[src/rtl/modexp_pkg.sv]
// modexp_pkg: shared definitions for the modular-exponentiation job scheduler.
//   state_e          scheduler FSM states (IDLE, LOAD, RUN, RESP)
//   ENG_ITER_CYCLES  cycles the shared engine spends per square-and-multiply iteration
//   WD_CNT_W         width of the RUN-state watchdog counter (MODEXP_WATCHDOG_EN builds)
package modexp_pkg;

  typedef enum logic [1:0] {
    ST_IDLE = 2'd0,
    ST_LOAD = 2'd1,
    ST_RUN  = 2'd2,
    ST_RESP = 2'd3
  } state_e;

  localparam int unsigned ENG_ITER_CYCLES = 22;
  localparam int unsigned WD_CNT_W        = 12;

endpackage

[src/rtl/modexp_arbiter_rr.sv]
// rr_arbiter: round-robin grant selection.
//   req_i  in   NUM_REQ  request vector
//   ptr_i  in   PTR_W    index where the search starts (wraps to 0)
//   gnt_o  out  NUM_REQ  one-hot grant, zero when nothing requests
//   any_o  out  1        a grant was issued
module rr_arbiter
  import modexp_pkg::*;
#(
  parameter int unsigned NUM_REQ = 2,
  parameter int unsigned PTR_W   = (NUM_REQ > 1) ? $clog2(NUM_REQ) : 1
) (
  input  logic [NUM_REQ-1:0] req_i,
  input  logic [PTR_W-1:0]   ptr_i,
  output logic [NUM_REQ-1:0] gnt_o,
  output logic               any_o
);

  always_comb begin
    logic [PTR_W-1:0] idx;
    idx   = '0;
    gnt_o = '0;
    any_o = 1'b0;
    for (int unsigned k = 0; k < NUM_REQ; k++) begin
      idx = PTR_W'((32'(ptr_i) + k) % NUM_REQ);
      if (!any_o && req_i[idx]) begin
        gnt_o[idx] = 1'b1;
        any_o      = 1'b1;
      end
    end
  end

endmodule

[src/rtl/modexp_arbiter.sv]
// modexp_arbiter: shares one modular-exponentiation engine between NUM_REQ
// requesters. Jobs are accepted round-robin over valid/ready, the operands are
// held on the engine ports, the engine is started with a one-cycle eng_start,
// and the result is returned to the owning requester over valid/ready.
//   clk, reset                          clock, synchronous active-high reset
//   req_valid/req_ready                 per-requester job handshake
//   req_base/req_exponent/req_modulo    flattened operands, slice i = requester i
//   rsp_valid/rsp_ready                 per-requester result handshake
//   rsp_result, rsp_err                 shared result bus, error flag (modulo 0 / timeout)
//   busy                                high whenever not IDLE
//   eng_base/eng_exponent/eng_modulo    engine operands
//   eng_start, eng_finish, eng_result   engine load pulse, done strobe, result
// Optional: define MODEXP_WATCHDOG_EN to abort a RUN after TIMEOUT_CYCLES cycles.
module modexp_arbiter
  import modexp_pkg::*;
#(
  parameter int unsigned WORDSIZE       = 16,
  parameter int unsigned NUM_REQ        = 2,
  parameter int unsigned TIMEOUT_CYCLES = 4095
) (
  input  logic                           clk,
  input  logic                           reset,
  input  logic [NUM_REQ-1:0]             req_valid,
  output logic [NUM_REQ-1:0]             req_ready,
  input  logic [NUM_REQ*2*WORDSIZE-1:0]  req_base,
  input  logic [NUM_REQ*2*WORDSIZE-1:0]  req_exponent,
  input  logic [NUM_REQ*2*WORDSIZE-1:0]  req_modulo,
  output logic [NUM_REQ-1:0]             rsp_valid,
  input  logic [NUM_REQ-1:0]             rsp_ready,
  output logic [2*WORDSIZE-1:0]          rsp_result,
  output logic                           rsp_err,
  output logic                           busy,
  output logic [2*WORDSIZE-1:0]          eng_base,
  output logic [2*WORDSIZE-1:0]          eng_exponent,
  output logic [2*WORDSIZE-1:0]          eng_modulo,
  output logic                           eng_start,
  input  logic                           eng_finish,
  input  logic [2*WORDSIZE-1:0]          eng_result
);

  localparam int unsigned OPW   = 2 * WORDSIZE;
  localparam int unsigned PTR_W = (NUM_REQ > 1) ? $clog2(NUM_REQ) : 1;

  // A watchdog shorter than one engine iteration could never let a job finish.
  if (TIMEOUT_CYCLES < ENG_ITER_CYCLES || TIMEOUT_CYCLES >= (1 << WD_CNT_W)) begin : g_bad_timeout
    $error("TIMEOUT_CYCLES must lie in [ENG_ITER_CYCLES, 2**WD_CNT_W)");
  end

  state_e               state_q;
  logic [PTR_W-1:0]     ptr_q;
  logic [PTR_W-1:0]     owner_q;
  logic [NUM_REQ-1:0]   rsp_valid_q;
  logic [OPW-1:0]       rsp_result_q;
  logic                 rsp_err_q;
  logic                 busy_q;
  logic [OPW-1:0]       eng_base_q;
  logic [OPW-1:0]       eng_exponent_q;
  logic [OPW-1:0]       eng_modulo_q;
  logic                 eng_start_q;
`ifdef MODEXP_WATCHDOG_EN
  logic [WD_CNT_W-1:0]  wd_q;
`endif

  logic [NUM_REQ-1:0]   gnt;
  logic                 any_gnt;
  logic [PTR_W-1:0]     gnt_idx;
  logic [PTR_W-1:0]     ptr_next;
  logic [NUM_REQ-1:0]   owner_oh;
  logic [OPW-1:0]       sel_base;
  logic [OPW-1:0]       sel_exponent;
  logic [OPW-1:0]       sel_modulo;

  rr_arbiter #(
    .NUM_REQ (NUM_REQ),
    .PTR_W   (PTR_W)
  ) u_rr (
    .req_i (req_valid),
    .ptr_i (ptr_q),
    .gnt_o (gnt),
    .any_o (any_gnt)
  );

  always_comb begin
    gnt_idx = '0;
    for (int unsigned i = 0; i < NUM_REQ; i++) begin
      if (gnt[i]) gnt_idx = PTR_W'(i);
    end
  end

  assign ptr_next     = (gnt_idx == PTR_W'(NUM_REQ - 1)) ? '0 : gnt_idx + PTR_W'(1);
  assign owner_oh     = NUM_REQ'(1) << owner_q;
  assign sel_base     = req_base[gnt_idx*OPW +: OPW];
  assign sel_exponent = req_exponent[gnt_idx*OPW +: OPW];
  assign sel_modulo   = req_modulo[gnt_idx*OPW +: OPW];

  // Ready is the only combinational output; masked during reset so every
  // output reads zero while reset is held.
  assign req_ready    = (state_q == ST_IDLE && !reset) ? gnt : '0;

  assign rsp_valid    = rsp_valid_q;
  assign rsp_result   = rsp_result_q;
  assign rsp_err      = rsp_err_q;
  assign busy         = busy_q;
  assign eng_base     = eng_base_q;
  assign eng_exponent = eng_exponent_q;
  assign eng_modulo   = eng_modulo_q;
  assign eng_start    = eng_start_q;

  always_ff @(posedge clk) begin
    if (reset) begin
      state_q        <= ST_IDLE;
      ptr_q          <= '0;
      owner_q        <= '0;
      rsp_valid_q    <= '0;
      rsp_result_q   <= '0;
      rsp_err_q      <= 1'b0;
      busy_q         <= 1'b0;
      eng_base_q     <= '0;
      eng_exponent_q <= '0;
      eng_modulo_q   <= '0;
      eng_start_q    <= 1'b0;
`ifdef MODEXP_WATCHDOG_EN
      wd_q           <= '0;
`endif
    end else begin
      case (state_q)
        ST_IDLE: begin
          if (any_gnt) begin
            owner_q        <= gnt_idx;
            ptr_q          <= ptr_next;
            eng_base_q     <= sel_base;
            eng_exponent_q <= sel_exponent;
            eng_modulo_q   <= sel_modulo;
            // Start is registered here so it is high during LOAD; a zero
            // modulo never touches the engine.
            eng_start_q    <= (sel_modulo != '0);
            busy_q         <= 1'b1;
            state_q        <= ST_LOAD;
          end
        end
        ST_LOAD: begin
          eng_start_q <= 1'b0;
          if (eng_modulo_q == '0) begin
            rsp_result_q <= '0;
            rsp_err_q    <= 1'b1;
            rsp_valid_q  <= owner_oh;
            state_q      <= ST_RESP;
          end else begin
`ifdef MODEXP_WATCHDOG_EN
            wd_q         <= '0;
`endif
            state_q      <= ST_RUN;
          end
        end
        ST_RUN: begin
          if (eng_finish) begin
            rsp_result_q <= eng_result;
            rsp_err_q    <= 1'b0;
            rsp_valid_q  <= owner_oh;
            state_q      <= ST_RESP;
          end
`ifdef MODEXP_WATCHDOG_EN
          else if (wd_q == WD_CNT_W'(TIMEOUT_CYCLES - 1)) begin
            rsp_result_q <= '0;
            rsp_err_q    <= 1'b1;
            rsp_valid_q  <= owner_oh;
            state_q      <= ST_RESP;
          end else begin
            wd_q <= wd_q + WD_CNT_W'(1);
          end
`endif
        end
        ST_RESP: begin
          if (|(rsp_ready & rsp_valid_q)) begin
            rsp_valid_q <= '0;
            busy_q      <= 1'b0;
            state_q     <= ST_IDLE;
          end
        end
        default: state_q <= ST_IDLE;
      endcase
    end
  end

endmodule

[config.mk]
export PLATFORM = sky130hd
export DESIGN_NAME = modexp_arbiter
export DESIGN_NICKNAME = d
export VERILOG_FILES = /design/src/rtl/modexp_pkg.sv /design/src/rtl/modexp_arbiter_rr.sv /design/src/rtl/modexp_arbiter.sv
export SDC_FILE = /design/constraint.sdc
export NUM_CORES = 1
export LEC_CHECK = 0
export CAP_MARGIN = 20
export CORE_ASPECT_RATIO = 0.8
export CORE_MARGIN = 1.5
export CORE_UTILIZATION = 25
export CTS_CLUSTER_DIAMETER = 80
export DETAILED_ROUTE_END_ITERATION = 12
export MAX_ROUTING_LAYER = met4
export SETUP_SLACK_MARGIN = 0.5
export SYNTH_ARGS = -nofsm -noshare
export SYNTH_HDL_FRONTEND = slang
export SYNTH_HIERARCHICAL = 1
export SYNTH_SLANG_ARGS = --single-unit
[constraint.sdc]
create_clock -name clk -period 4.8 [get_ports clk]
set_clock_uncertainty 0.2 [all_clocks]
set_input_delay 1.2 -clock clk [delete_from_list [all_inputs] [get_ports clk]]
set_output_delay 1.2 -clock clk [all_outputs]
set_load 0.01 [all_outputs]
==> impl_metrics.xml, run 1 <==
<?xml version="1.0" encoding="UTF-8"?>
<metrics>
  <group name="clock_network">
    <metric name="cts_hold_repair.buffers" unit="">0</metric>
    <metric name="clkSlewWorstSetupHoldPaths" unit="ns">0.06</metric>
    <metric name="ctsResizeCount" unit="">0</metric>
    <metric name="post-cts-setup-buffers" unit="">0</metric>
    <metric name="cts_tree" unit="">yes</metric>
    <metric name="cts_made_buffers" unit="">17</metric>
    <metric name="cts_buffer_depth" unit="">2</metric>
    <metric name="clock_sink_count" unit="">137</metric>
    <metric name="clock_tree.root_cell" unit="">sky130_fd_sc_hd__clkbuf_16</metric>
    <metric name="clock_insertion_delay_worst_skew" unit="ns">0.41</metric>
    <metric name="cts-htree-levels" unit="">4</metric>
  </group>
  <group name="timing">
    <metric name="whs" unit="ns">0.275</metric>
    <metric name="min_period_over_period" unit="">0.832</metric>
    <metric name="fin_tns_setup" unit="ns">0</metric>
    <metric name="max_clock_freq" unit="GHz">0.250</metric>
    <metric name="slew_headroom" unit="">0.423</metric>
    <metric name="slew_violations" unit="">0</metric>
    <metric name="worst_slew_pin_slew" unit="ns">0.865</metric>
    <metric name="finalHoldViolCount" unit="">0</metric>
    <metric name="period_minus_slack" unit="ns">3.99</metric>
    <metric name="final_report_setup_violation_count" unit="">0</metric>
    <metric name="grt_setup_unrepaired" unit="">false</metric>
  </group>
  <group name="placement">
    <metric name="port_buffers" unit="">365</metric>
    <metric name="place.detailed.hpwl" unit="mm">16.7</metric>
    <metric name="place.detailed.instances" unit="">1312</metric>
    <metric name="place_congestion" unit="">0.845</metric>
    <metric name="detailed_place.area" unit="sq mm">0.0101</metric>
  </group>
  <group name="detailed_routing">
    <metric name="met2_length" unit="mm">10.7</metric>
    <metric name="via_count_normalized_by_instance_count" unit="">4.78</metric>
    <metric name="routed_wirelength_normalized_by_instance_count" unit="microns">17.0</metric>
    <metric name="met3WireLength" unit="mm">1.74</metric>
    <metric name="via_count" unit="">6423</metric>
    <metric name="highest-signal-layer" unit="">met4</metric>
    <metric name="drt_iter0_drc" unit="">245</metric>
    <metric name="wirelength_met1" unit="mm">10.1</metric>
    <metric name="wirelength" unit="mm">22.9</metric>
    <metric name="drc" unit="">0</metric>
    <metric name="postRouteAntennaNets" unit="">0</metric>
    <metric name="drt_first_pass_iters" unit="">4</metric>
  </group>
  <group name="finish">
    <metric name="post_layout_nonfiller_instances" unit="">1345</metric>
    <metric name="area_delta_synth_final" unit="%">71.1</metric>
    <metric name="num-fill-cells" unit="">2378</metric>
    <metric name="post_route_cells_drive_above_1_share" unit="">0.0536</metric>
    <metric name="layout.area.seq" unit="sq mm">0.00274</metric>
    <metric name="stdcell_area" unit="sq mm">0.0108</metric>
    <metric name="multi_input_comb_area" unit="sq mm">0.00321</metric>
    <metric name="fin_nets" unit="">1250</metric>
  </group>
  <group name="global_routing">
    <metric name="groute.usage.overall" unit="">0.179</metric>
    <metric name="globalRouteOverflowTotal" unit="">0</metric>
    <metric name="grt_max_degree" unit="">101</metric>
    <metric name="grt_pass1_wl" unit="mm">35.8</metric>
    <metric name="grt_pass1_vias" unit="">6473</metric>
    <metric name="antenna_found_initial" unit="">1</metric>
  </group>
  <group name="floorplanning">
    <metric name="core-area" unit="sq mm">0.0246</metric>
    <metric name="num_io_pins" unit="">366</metric>
    <metric name="core.rowCount" unit="">51</metric>
    <metric name="floorplan.die_area" unit="sq mm">0.0262</metric>
    <metric name="initial_utilization" unit="">0.257</metric>
    <metric name="die_x" unit="microns">181</metric>
    <metric name="die_y" unit="microns">145</metric>
  </group>
  <group name="pwr">
    <metric name="power" unit="uW">5410</metric>
    <metric name="peak_ir_drop_on_the_vdd_network" unit="mV">0.248</metric>
    <metric name="p_per_area" unit="mW/mm^2">502</metric>
    <metric name="p_leak" unit="uW">0.00385</metric>
  </group>
  <group name="synthesis">
    <metric name="synth_cell_type_count" unit="">40</metric>
    <metric name="synth-edff-count" unit="">0</metric>
    <metric name="synthesis.instances" unit="">684</metric>
    <metric name="yosys.cell_count.top_type" unit="">sky130_fd_sc_hd__dfxtp_1</metric>
    <metric name="synthArstFlopShare" unit="">0</metric>
    <metric name="leading_cell_types_by_count_after_synthesis" unit="">137 x sky130_fd_sc_hd__dfxtp_1, 104 x sky130_fd_sc_hd__nor2_1, 98 x sky130_fd_sc_hd__a211oi_1, 97 x sky130_fd_sc_hd__mux2i_1, 39 x sky130_fd_sc_hd__clkbuf_1</metric>
    <metric name="yosysWarnings" unit="">6</metric>
    <metric name="synth_sequential_area_ratio" unit="">0.435</metric>
    <metric name="mappedNetlistNets" unit="">920</metric>
    <metric name="synth_area" unit="sq mm">0.00630</metric>
    <metric name="synth.top_cell.area_share" unit="">0.435</metric>
    <metric name="netlist.top_cell.by_area" unit="">sky130_fd_sc_hd__dfxtp_1</metric>
    <metric name="ys_ff_latch" unit="">137</metric>
    <metric name="post_synth.cell_area_avg" unit="sq um">9.22</metric>
    <metric name="synth.area.top_cells" unit="">sky130_fd_sc_hd__dfxtp_1 44%, sky130_fd_sc_hd__mux2i_1 15%, sky130_fd_sc_hd__a211oi_1 12%</metric>
    <metric name="synthFlopType" unit="">sky130_fd_sc_hd__dfxtp_1</metric>
  </group>
  <group name="job">
    <metric name="max-cap-violations" unit="">0</metric>
  </group>
  <group name="setup_path">
    <metric name="worst-path-max-fanout" unit="">3</metric>
    <metric name="timing_worst_setup_path_type" unit="">primary input to output port</metric>
    <metric name="timing.critical_path.arrival" unit="ns">2.59</metric>
    <metric name="crit_path_start_kind" unit="">primary input</metric>
    <metric name="setup.worst_path.end_class" unit="">output port</metric>
    <metric name="required" unit="ns">3.40</metric>
  </group>
  <group name="hold_path">
    <metric name="worst_hold_path_type" unit="">flip-flop to flip-flop</metric>
  </group>
  <group name="outcome">
    <metric name="status" unit="">completed</metric>
  </group>
</metrics>
## critical path: stages
cell	delay, ns
sky130_fd_sc_hd__clkdlybuf4s50_1	0.49
sky130_fd_sc_hd__a21boi_4	0.21
sky130_fd_sc_hd__and3_1	0.16
sky130_fd_sc_hd__clkdlybuf4s50_1	0.53
## path summary, 6_finish.rpt
kind	end	startpoint	slack, ns	depth (start not counted)
min	rsp_result[23]$_SDFFE_PP0P_	rsp_result[23]$_SDFFE_PP0P_	0.27	2
max reg2reg	rsp_valid[0]$_SDFFE_PP0P_	state_q[0]$_SDFFE_PP0P_	2.45	7
max	req_ready[1]	req_valid[1]	0.81	4
min reg2reg	rsp_result[23]$_SDFFE_PP0P_	rsp_result[23]$_SDFFE_PP0P_	0.27	2
## through the flow
step / utilization / setup slack (ns)
detailed placement: 0.413 / 0.794
global placement: 0.413 / 0.803
floorplan: - / 1.12
global route: 0.439 / 0.717
CTS: 0.438 / 0.793
finish: 0.439 / 0.805
## state kept, by name, indices dropped and copies added (netlist names), 2 cells and up
name,flops
eng_base,32
eng_exponent,32
eng_modulo,32
rsp_result,32
rsp_valid,2
state_q,2
## power by group
group	switching (uW)	internal, uW
Clock	521	833
Combinational	1160	1160
Sequential	235	1500
Total	1920	3500
## cells in the final DEF, fill, tap and decap left out, types with 8 or more instances in the layout
cell type,synthesis,layout
sky130_fd_sc_hd__nor2_1,104,104
sky130_fd_sc_hd__o21ai_0,17,17
sky130_fd_sc_hd__clkdlybuf4s50_1,0,364
sky130_fd_sc_hd__inv_1,8,8
sky130_fd_sc_hd__dfxtp_1,137,137
sky130_fd_sc_hd__a21oi_1,38,38
sky130_fd_sc_hd__nor4_1,22,22
sky130_fd_sc_hd__clkbuf_16,0,17
sky130_fd_sc_hd__nand2_1,8,8
sky130_fd_sc_hd__nand4_1,38,38
sky130_fd_sc_hd__mux2i_1,97,97
sky130_fd_sc_hd__o21ai_1,17,17
sky130_fd_sc_hd__a211oi_1,98,98
sky130_fd_sc_hd__buf_4,2,9
## logic make-up (layout without fill, tap and decap cells)
logic type / count (synthesis) / in the layout / synth area share
flops: 137 / 137 / 0.435
compound gates: 184 / 184 / 0.197
fa+ha+maj: 5 / 5 / 0.00992
other cells: 0 / 1 / 0
mux: 97 / 97 / 0.154
buf+inv: 74 / 416 / 0.0592
simple gates: 187 / 187 / 0.145
## per-layer routing
| layer | track usage | up-vias |
|---|---|---|
| met3 | 0.0595 | 18 |
| met5 | - | - |
| met2 | 0.285 | 225 |
| met1 | 0.217 | 2942 |
| li1 | - | 3238 |
| met4 | 0.0420 | 0 |
## cell type report
type | instances | area share
Antenna cell | 1 | 0.000232
Clock buffer | 18 | 0.0407
Clock inverter | 13 | 0.0157
Inverter | 8 | 0.00278
Multi-Input combinational cell | 473 | 0.297
Sequential cell | 137 | 0.254
Tap cell | 318 | 0.0369
Timing Repair Buffer | 377 | 0.352
No activity file was read; power rests on OpenSTA's default activity.
==> run 2: changes to the inputs <==
==> constraint.sdc (replaced) <==
create_clock -name clk -period 4 [get_ports clk]
set_clock_uncertainty 0.2 [all_clocks]
set_input_delay 1 -clock clk [delete_from_list [all_inputs] [get_ports clk]]
set_output_delay 1 -clock clk [all_outputs]
set_load 0.01 [all_outputs]
==> run 2 against run 1 <==
- clock power grew 15%
- utilization down 0.32 points
- global-route usage hardly changed
- die area stayed put
- final area is 0.72% lower
- register-to-register slack lost 1.2 ns
- first-iteration DRC count grew 4.9%
- combinational power is 19% higher
- routed wire length barely moved
- critical path depth is the same
- critical path type unchanged
- largest cell class unchanged
- highest routed layer unchanged
==> impl_metrics.xml, run 2 (synthesized netlist as in run 1, its figures left out) <==
<?xml version="1.0" encoding="UTF-8"?>
<metrics>
  <group name="timing">
    <metric name="slew_headroom" unit="">0.305</metric>
    <metric name="slew_violations" unit="">0</metric>
    <metric name="worst_slew_pin_slew" unit="ns">1.04</metric>
    <metric name="finalHoldViolCount" unit="">0</metric>
    <metric name="timing.final.ws_setup" unit="ns">0.652</metric>
    <metric name="period_minus_slack" unit="ns">3.35</metric>
    <metric name="min_period_over_period" unit="">0.837</metric>
    <metric name="grt_setup_unrepaired" unit="">false</metric>
    <metric name="whs" unit="ns">0.272</metric>
    <metric name="final_report_setup_violation_count" unit="">0</metric>
    <metric name="fin_tns_setup" unit="ns">0</metric>
    <metric name="max_clock_freq" unit="GHz">0.299</metric>
  </group>
  <group name="setup_path">
    <metric name="worst-path-max-fanout" unit="">3</metric>
    <metric name="timing_worst_setup_path_type" unit="">primary input to output port</metric>
    <metric name="timing.critical_path.cells" unit="">clkdlybuf4s50_1, a21boi_4, and3_1, dlygate4sd2_1</metric>
    <metric name="timing.critical_path.slowest_stage_cell" unit="">sky130_fd_sc_hd__clkdlybuf4s50_1</metric>
    <metric name="worstPathBufferInverterCount" unit="">2</metric>
    <metric name="crit_path_start_kind" unit="">primary input</metric>
    <metric name="critical_path.top_delay_family" unit="">buffers and inverters</metric>
    <metric name="required" unit="ns">2.80</metric>
    <metric name="setup.worst_path.end_class" unit="">output port</metric>
    <metric name="timing.critical_path.arrival" unit="ns">2.15</metric>
    <metric name="slowest_delay" unit="ns">0.50</metric>
  </group>
  <group name="finish">
    <metric name="fin_nets" unit="">1248</metric>
    <metric name="final_cell_mix" unit="">362 x sky130_fd_sc_hd__clkdlybuf4s50_1, 137 x sky130_fd_sc_hd__dfxtp_1, 104 x sky130_fd_sc_hd__nor2_1, 98 x sky130_fd_sc_hd__a211oi_1, 97 x sky130_fd_sc_hd__mux2i_1</metric>
    <metric name="area_delta_synth_final" unit="%">69.9</metric>
    <metric name="stdcell_area" unit="sq mm">0.0107</metric>
    <metric name="post_route_cells_drive_above_1_share" unit="">0.0517</metric>
    <metric name="mostFrequentLayoutCell" unit="">sky130_fd_sc_hd__clkdlybuf4s50_1</metric>
    <metric name="post_layout_nonfiller_instances" unit="">1343</metric>
    <metric name="num-fill-cells" unit="">2387</metric>
    <metric name="antenna-diode-count" unit="">0</metric>
  </group>
  <group name="detailed_routing">
    <metric name="drt_first_pass_iters" unit="">5</metric>
    <metric name="wirelength" unit="mm">22.9</metric>
    <metric name="met3WireLength" unit="mm">1.64</metric>
    <metric name="drt_iter0_drc" unit="">257</metric>
    <metric name="drc" unit="">0</metric>
    <metric name="met2_length" unit="mm">10.7</metric>
    <metric name="via_count_normalized_by_instance_count" unit="">4.77</metric>
    <metric name="highest-signal-layer" unit="">met4</metric>
    <metric name="postRouteAntennaNets" unit="">0</metric>
    <metric name="wirelength_met1" unit="mm">10.1</metric>
    <metric name="via_count" unit="">6404</metric>
    <metric name="routed_wirelength_normalized_by_instance_count" unit="microns">17.0</metric>
  </group>
  <group name="global_routing">
    <metric name="grt_max_degree" unit="">127</metric>
    <metric name="groute.usage.overall" unit="">0.179</metric>
    <metric name="grt_pass1_vias" unit="">6364</metric>
    <metric name="antenna_found_initial" unit="">0</metric>
    <metric name="grt_pass1_wl" unit="mm">35.9</metric>
    <metric name="globalRouteOverflowTotal" unit="">0</metric>
  </group>
  <group name="placement">
    <metric name="place.detailed.instances" unit="">1311</metric>
    <metric name="detailed_place.area" unit="sq mm">0.0101</metric>
    <metric name="placement.setup.worst_slack" unit="ns">0.386</metric>
    <metric name="port_buffers" unit="">365</metric>
    <metric name="place.detailed.hpwl" unit="mm">16.7</metric>
    <metric name="place_congestion" unit="">0.795</metric>
  </group>
  <group name="pwr">
    <metric name="p_per_area" unit="mW/mm^2">598</metric>
    <metric name="p_leak" unit="uW">0.00383</metric>
    <metric name="internal_power" unit="uW">4060</metric>
    <metric name="seq_power_share" unit="">0.324</metric>
    <metric name="peak_ir_drop_on_the_vdd_network" unit="mV">0.410</metric>
    <metric name="clock_share_of_power" unit="">0.242</metric>
    <metric name="switching_share" unit="">0.366</metric>
    <metric name="power_frac_comb" unit="">0.433</metric>
    <metric name="p_sw" unit="uW">2350</metric>
  </group>
  <group name="floorplanning">
    <metric name="initial_utilization" unit="">0.257</metric>
    <metric name="core.rowCount" unit="">51</metric>
    <metric name="die_y" unit="microns">145</metric>
    <metric name="floorplan.die_area" unit="sq mm">0.0262</metric>
    <metric name="die_x" unit="microns">181</metric>
    <metric name="core-area" unit="sq mm">0.0246</metric>
    <metric name="num_io_pins" unit="">366</metric>
  </group>
  <group name="clock_network">
    <metric name="clock_tree.root_cell" unit="">sky130_fd_sc_hd__clkbuf_16</metric>
    <metric name="clkSlewWorstSetupHoldPaths" unit="ns">0.06</metric>
    <metric name="cts_tree" unit="">yes</metric>
    <metric name="clock_insertion_delay_worst_skew" unit="ns">0.42</metric>
    <metric name="clock_sink_count" unit="">137</metric>
    <metric name="post-cts-setup-buffers" unit="">0</metric>
    <metric name="cts_made_buffers" unit="">17</metric>
    <metric name="cts-htree-levels" unit="">4</metric>
    <metric name="cts_buffer_depth" unit="">2</metric>
  </group>
  <group name="job">
    <metric name="max-cap-violations" unit="">0</metric>
  </group>
  <group name="outcome">
    <metric name="status" unit="">completed</metric>
  </group>
  <group name="hold_path">
    <metric name="worst_hold_path_type" unit="">flip-flop to flip-flop</metric>
  </group>
</metrics>
-- run 2: cell count changes in the layout (fill, tap and decap cells not counted) --
cell | previous run | this run
sky130_fd_sc_hd__dlygate4sd2_1 | 0 | 2
sky130_fd_sc_hd__clkbuf_1 | 0 | 1
sky130_fd_sc_hd__inv_6 | 2 | 3
sky130_fd_sc_hd__clkinv_4 | 3 | 4
sky130_fd_sc_hd__clkdlybuf4s50_1 | 364 | 362
sky130_fd_sc_hd__clkinvlp_4 | 4 | 3
sky130_fd_sc_hd__buf_16 | 1 | 0
sky130_fd_sc_hd__bufinv_16 | 3 | 1
sky130_fd_sc_hd__diode_2 | 1 | 0
sky130_fd_sc_hd__inv_8 | 0 | 2
sky130_fd_sc_hd__buf_4 | 9 | 8
sky130_fd_sc_hd__clkbuf_8 | 1 | 0
-- run 2: final timing paths --
kind | start | end | slack, ns | cells past startpoint
setup reg to reg | eng_modulo[23]$_SDFFE_PP0P_ | rsp_result[25]$_SDFFE_PP0P_ | 1.21 | 6
hold reg to reg | rsp_result[29]$_SDFFE_PP0P_ | rsp_result[29]$_SDFFE_PP0P_ | 0.27 | 2
setup / recovery | req_valid[1] | req_ready[1] | 0.65 | 4
hold / removal | rsp_result[29]$_SDFFE_PP0P_ | rsp_result[29]$_SDFFE_PP0P_ | 0.27 | 2
-- run 2: through the flow --
stage	power, uW	utilization
4_1_cts	6500	0.436
6_report	6410	0.436
5_1_grt	6830	0.436
2_1_floorplan	3490	-
3_3_place_gp	4910	0.413
3_5_place_dp	4910	0.413
-- run 2: what timing repair did --
action                                  CTS  global route
hold buffers                              0             0
gates resized for setup                   2             0
endpoints found under the setup margin    2             0
-- run 2: cell type report --
class                           count  area (sq um)  share of cell area
Inverter                            8          30.0             0.00280
Clock buffer                       18           429              0.0401
Tap cell                          318           398              0.0372
Clock inverter                     14           141              0.0132
Timing Repair Buffer              375          3760               0.351
Multi-Input combinational cell    473          3210               0.299
Sequential cell                   137          2740               0.256
-- run 2: layer usage --
metal | global-route usage | vias to the layer above
met2 | 0.279 | 248
met3 | 0.0562 | 29
li1 | - | 3213
met5 | - | -
met1 | 0.224 | 2914
met4 | 0.0471 | 0
-- run 2: power groups by stage --
stage / registers [uW] / clock network, uW / logic [uW]
2_1_floorplan: 2260 / 0 / 1220
3_3_place_gp: 2090 / 0 / 2810
3_5_place_dp: 2110 / 0 / 2800
4_1_cts: 2090 / 1600 / 2820
5_1_grt: 2140 / 1660 / 3040
6_report: 2080 / 1550 / 2780
-- run 2: worst register-to-register path, delay by kind of cell (launching register included) --
| family | cells | cell delay, ns |
|---|---|---|
| and+or+nand+nor | 3 | 0.74 |
| buffers and inverters | 1 | 0.39 |
| AOI/OAI and AO/OA | 2 | 1.04 |
| DFF | 1 | 0.34 |
